**src/rtl/imem_access_arbiter.sv**
```systemverilog
// Arbitrates the single-port instruction memory between IF fetches and a program loader (BOOT fill, RUN patching).
// Optional build macro IMEM_WRITE_PROTECT_EN: memory becomes read-only once the core leaves BOOT.
module imem_access_arbiter #(
  parameter int SIZE     = 64,
  parameter int MAX_WAIT = 8
) (
  input  logic        clock,
  input  logic        reset,
  input  logic [31:0] fetch_address,
  input  logic        fetch_hold,
  output logic [31:0] fetch_instruction,
  output logic        fetch_stall,
  input  logic        load_valid,
  output logic        load_ready,
  input  logic [31:0] load_address,
  input  logic [31:0] load_data,
  input  logic        load_done,
  output logic        load_error,
  output logic [7:0]  load_count,
  output logic [31:0] mem_address,
  output logic        mem_write_en,
  output logic [31:0] mem_write_data,
  input  logic [31:0] mem_read_data,
  output logic [0:0]  dbg_state_o
);

  // Loader handshake: a write is accepted on the rising edge where load_valid && load_ready.
  // load_valid may be held indefinitely; load_ready may depend combinationally on load_valid.

  localparam logic [0:0] ST_BOOT = 1'b0;
  localparam logic [0:0] ST_RUN  = 1'b1;

  localparam int          WW         = $clog2(MAX_WAIT + 1);
  localparam logic [WW-1:0] WAIT_MAX_W = WW'(MAX_WAIT);
  localparam logic [29:0]   SIZE_W     = 30'(SIZE);

  logic [0:0]    state_q, state_d;
  logic [WW-1:0] wait_cnt_q, wait_cnt_d;
  logic          load_error_q, load_error_d;
  logic [7:0]    load_count_q, load_count_d;

  logic in_range;
  logic wait_full;
  logic grant_l;
  logic write_ok;
  logic accept;

  // Byte-offset bits are dropped: unaligned writes land on the containing word.
  logic unused_addr_lsbs;
  assign unused_addr_lsbs = ^load_address[1:0];

  always_comb begin
    in_range   = load_address[31:2] < SIZE_W;
    wait_full  = wait_cnt_q == WAIT_MAX_W;
    grant_l    = 1'b1;
    load_ready = 1'b1;
    fetch_stall = 1'b1;
    write_ok   = 1'b1;
    if (state_q == ST_RUN) begin
`ifdef IMEM_WRITE_PROTECT_EN
      load_ready  = load_valid;
      grant_l     = 1'b0;
      fetch_stall = 1'b0;
      write_ok    = 1'b0;
`else
      load_ready  = load_valid && (fetch_hold || wait_full);
      grant_l     = load_ready;
      // A stall-slot write costs nothing; only a forced steal holds the PC.
      fetch_stall = load_ready && !fetch_hold;
`endif
    end
    accept            = load_valid && load_ready;
    mem_address       = grant_l ? load_address : fetch_address;
    mem_write_en      = grant_l && load_valid && in_range && write_ok && !reset;
    mem_write_data    = load_data;
    fetch_instruction = grant_l ? 32'b0 : mem_read_data;
  end

  always_comb begin
    state_d      = state_q;
    wait_cnt_d   = '0;
    load_error_d = load_error_q;
    load_count_d = load_count_q;

    if (state_q == ST_BOOT && load_done) state_d = ST_RUN;

    if (state_q == ST_RUN && load_valid && !load_ready)
      wait_cnt_d = wait_full ? wait_cnt_q : wait_cnt_q + 1'b1;

    if (accept && (!in_range || !write_ok)) load_error_d = 1'b1;

    if (accept && in_range && write_ok && load_count_q != 8'hFF)
      load_count_d = load_count_q + 8'd1;
  end

  always_ff @(posedge clock) begin
    if (reset) begin
      state_q      <= ST_BOOT;
      wait_cnt_q   <= '0;
      load_error_q <= 1'b0;
      load_count_q <= 8'd0;
    end else begin
      state_q      <= state_d;
      wait_cnt_q   <= wait_cnt_d;
      load_error_q <= load_error_d;
      load_count_q <= load_count_d;
    end
  end

  assign load_error  = load_error_q;
  assign load_count  = load_count_q;
  assign dbg_state_o = state_q;

endmodule

```
**config.mk**
```make
export PLATFORM = sky130hd
export DESIGN_NAME = imem_access_arbiter
export DESIGN_NICKNAME = d
export VERILOG_FILES = /design/src/rtl/imem_access_arbiter.sv
export SDC_FILE = /design/constraint.sdc
export NUM_CORES = 1
export LEC_CHECK = 0
export ABC_AREA = 0
export CORE_AREA = 2 2 94 96
export DETAILED_ROUTE_END_ITERATION = 10
export DIE_AREA = 0 0 96 98
export PLACE_DENSITY_LB_ADDON = 0.12
export SLEW_MARGIN = 15
export SYNTH_ARGS = -nofsm -noshare
export SYNTH_HDL_FRONTEND = slang
export SYNTH_SLANG_ARGS = --single-unit
```
**constraint.sdc**
```tcl
create_clock -name clock -period 2.4 [get_ports clock]
set_input_delay 0.72 -clock clock [delete_from_list [all_inputs] [get_ports clock]]
set_output_delay 0.72 -clock clock [all_outputs]
set_load 0.005 [all_outputs]
```
==> flow_summary.json <==
{
  "setup_viol_count_final": 70,
  "required_time_worst_endpoint_ns": 1.68,
  "final-seq-area_um2": 283,
  "critical-path-top-delay-family": "buffers and inverters",
  "cts_root_buffer": "sky130_fd_sc_hd__clkbuf_8",
  "number_of_synthesized_flops_with_an_enable_pin": 0,
  "crit_path_top_delay_cell": "sky130_fd_sc_hd__dfxtp_2",
  "path_clk_slew_ns": 0.06,
  "syn_area_um2": 1620,
  "vias_in_the_first_global_route": 2079,
  "grt_setup_unrepaired": "yes",
  "power.ir.vdd_worst_mv": 0.179,
  "synth_cells": 192,
  "crit_end_element": "output port",
  "grt_max_degree": 28,
  "cp.arrival_ns": 2.07,
  "place_inst": 451,
  "hold_viol_final": 0,
  "grt_util_met2_pct": 30.9,
  "design.core.area_um2": 8470,
  "global_route_wire_length_before_repair_um": 11400,
  "ios": 242,
  "layout.filler_cells": 837,
  "gr-max-usage-layer": "met2",
  "async_reset_ff_share_pct": 0,
  "status": "finished with violations",
  "power.leakage_uw": 0.00173,
  "timing_worst_slew_pin_value_ns": 0.269,
  "cts_made_buffers": 3,
  "cp_peak_stage_delay_ns": 0.33,
  "grt_antenna_before_repair": 0,
  "die_w_um": 96,
  "stdcell_count": 486,
  "final_max_slew_viol_count": 0,
  "globalRouteMet1Util_pct": 16.8,
  "die-area_um2": 9410,
  "timing.final.ws_setup_ns": -0.391,
  "firstDrtPassIters": 4,
  "clock_tree.buffer_depth": 2,
  "timing.max_slew.rel_slack_pct": 81.9,
  "via_count": 2125,
  "tritoncts": "built",
  "failed_checks": "setup timing",
  "max_freq_ghz": 0.358,
  "layout-drive-gt1-share_pct": 49.2,
  "time_the_worst_path_needs_with_i_o_delays_and_setup_ns": 2.79,
  "max_cap_viol_count": 0,
  "hpwlAfterDp_um": 5800,
  "areaGrowthSynthToFinish_pct": 134,
  "start_util_pct": 19.1,
  "detail_route.iter0.violations": 29,
  "ys.warnings.count": 0,
  "cts.sinks": 14,
  "critPathKind": "reg -> out",
  "mapped_nets": 328,
  "drtAntennaViolNets": 0,
  "crit_chain": "inv_2, ha_4, and3b_2, o21ai_4, nand2_4, buf_12, buf_16, buf_8, mux2_4, buf_6",
  "post_drt_via_cell_ratio": 4.37,
  "drt-wirelength-per-cell_um": 16.3,
  "grt_use_met3_pct": 3.32,
  "syn_avg_cell_area_um2": 8.42,
  "hold_fix_buffers_at_cts": 0,
  "diodes": 0,
  "multiInputGateArea_um2": 1160,
  "numPortBuffers": 177,
  "post_synth_num_cell_types": 35,
  "detail_route.drc_violations": 0,
  "layout_skew_ns": 0.00218,
  "dp_slack_ns": -1.02,
  "postRouteWirelength_um": 7920,
  "power-per-cell-area_nw_per_um2": 265,
  "period_share_pct": 116,
  "height_of_the_die_um": 98,
  "yosys_most_used_dff": "sky130_fd_sc_hd__dfxtp_1",
  "gp_routability_congestion": 0.752,
  "clock_tree.htree_level_count": 1,
  "yosys_register_bits": 14,
  "cp_max_fo": 8,
  "seq_area_frac_synth_pct": 17.3,
  "clock_insertion_delay_at_the_later_pin_of_the_skew_report_ns": 0.24,
  "row_count": 34,
  "grt-ovfl-total": 0,
  "path_buf_inv": 5,
  "total_power_uw": 1000,
  "global_route.usage.total_pct": 15.7,
  "num-nets-final": 515,
  "hold_path.class": "reg -> reg",
  "critPathLaunchType": "flip-flop"
}
cell families after synthesis:
group           count (synthesis)  synth area share (%)
compound gates                 16                  5.42
xor+xnor                        4                  2.17
fa+ha+maj                       3                  2.32
buf+inv                        48                  18.9
flops                          14                  17.3
mux                            34                  23.6
simple gates                   73                  30.3
report_power, final:
group / switching [uW] / internal, uW / total, uW
combinational: 171 / 361 / 532
sequential: 2.68 / 236 / 238
clock: 86.6 / 145 / 232
synthesized netlist by cell type (2+ instances only):
cell	count	area, um2
sky130_fd_sc_hd__o21ai_0	6	30.0
sky130_fd_sc_hd__and3_1	32	200
sky130_fd_sc_hd__ha_1	3	37.5
sky130_fd_sc_hd__or4_4	2	22.5
sky130_fd_sc_hd__nand3_1	2	10.0
sky130_fd_sc_hd__xor2_1	2	17.5
sky130_fd_sc_hd__nand4_1	2	12.5
sky130_fd_sc_hd__nor4_2	3	37.5
sky130_fd_sc_hd__mux2_2	33	372
sky130_fd_sc_hd__nand2_1	3	11.3
sky130_fd_sc_hd__buf_4	32	240
sky130_fd_sc_hd__a21oi_1	6	30.0
sky130_fd_sc_hd__nand4b_1	2	17.5
sky130_fd_sc_hd__buf_2	4	20.0
sky130_fd_sc_hd__nor2_1	7	26.3
sky130_fd_sc_hd__nor3_1	3	15.0
sky130_fd_sc_hd__clkbuf_1	8	30.0
sky130_fd_sc_hd__dfxtp_1	14	280
sky130_fd_sc_hd__nor4_1	3	18.8
sky130_fd_sc_hd__xnor2_1	2	17.5
sky130_fd_sc_hd__or3_1	5	31.3
sky130_fd_sc_hd__and4_1	2	17.5
sky130_fd_sc_hd__inv_1	4	15.0
placed cells by master, fill, tap and decap left out, drive strengths merged, types with 3 or more instances in the layout:
cell type,synthesis,final
a21oi,6,6
and3,32,32
buf,36,106
clkbuf,8,15
clkdlybuf4s15,0,13
clkdlybuf4s50,0,84
dfxtp,14,14
dlygate4sd2,0,12
ha,3,3
inv,4,4
mux2,33,33
nand2,3,3
nand4,3,3
nor2,7,7
nor3,3,3
nor4,7,7
o21ai,8,8
or3,6,6
metal layers:
| layer | routed length (um) | vias up |
|---|---|---|
| met5 | 0 | - |
| met4 | 135 | 0 |
| met3 | 723 | 16 |
| met2 | 4260 | 118 |
| met1 | 2800 | 953 |
| li1 | - | 1038 |
worst min-delay path: stages (launching register included):
cell and delay, ns:
sky130_fd_sc_hd__dfxtp_1 0.31, sky130_fd_sc_hd__inv_1 0.04, sky130_fd_sc_hd__a21oi_1 0.05
flip-flops by register name, indices dropped and copies added, names as in the netlist:
signal       count
load_count       8
wait_cnt_q       4
dbg_state_o      1
load_error       1
final cells by class:
cell class / instances / share of cell area [%]
clock buffer: 4 / 1.46
inverter: 4 / 0.397
multi-input combinational: 130 / 30.8
sequential: 14 / 7.48
tap: 108 / 3.57
timing repair buffer: 226 / 56.3
path summary, 6_finish.rpt:
path | slack [ns] | endpoint | depth (start not counted) | startpoint
max | -0.39 | mem_address[9] | 10 | wait_cnt_q[0]
min | 0.45 | load_error | 2 | load_error
max reg2reg | 0.14 | wait_cnt_q[0] | 16 | wait_cnt_q[0]
min reg2reg | 0.45 | load_error | 2 | load_error
through the flow:
step / area, um2 / hold WS (ns) / utilization [%] / setup TNS (ns)
floorplan: 1630 / 0.442 / - / -0.134
detailed placement: 3390 / 0.441 / 40.1 / -56.03
global placement: 3390 / 0.439 / 40.1 / -54.82
CTS: 3710 / 0.453 / 43.9 / -17.12
finish: 3780 / 0.448 / 44.6 / -14.71
global route: 3780 / 0.478 / 44.6 / -19.81
what timing repair did:
item	in CTS	in global routing
gates resized for setup	324	55
cloned	4	0
setup buffers	28	5
setup endpoints to repair	75	72
pin swaps	17	15
(Power assumes the default switching activity.)
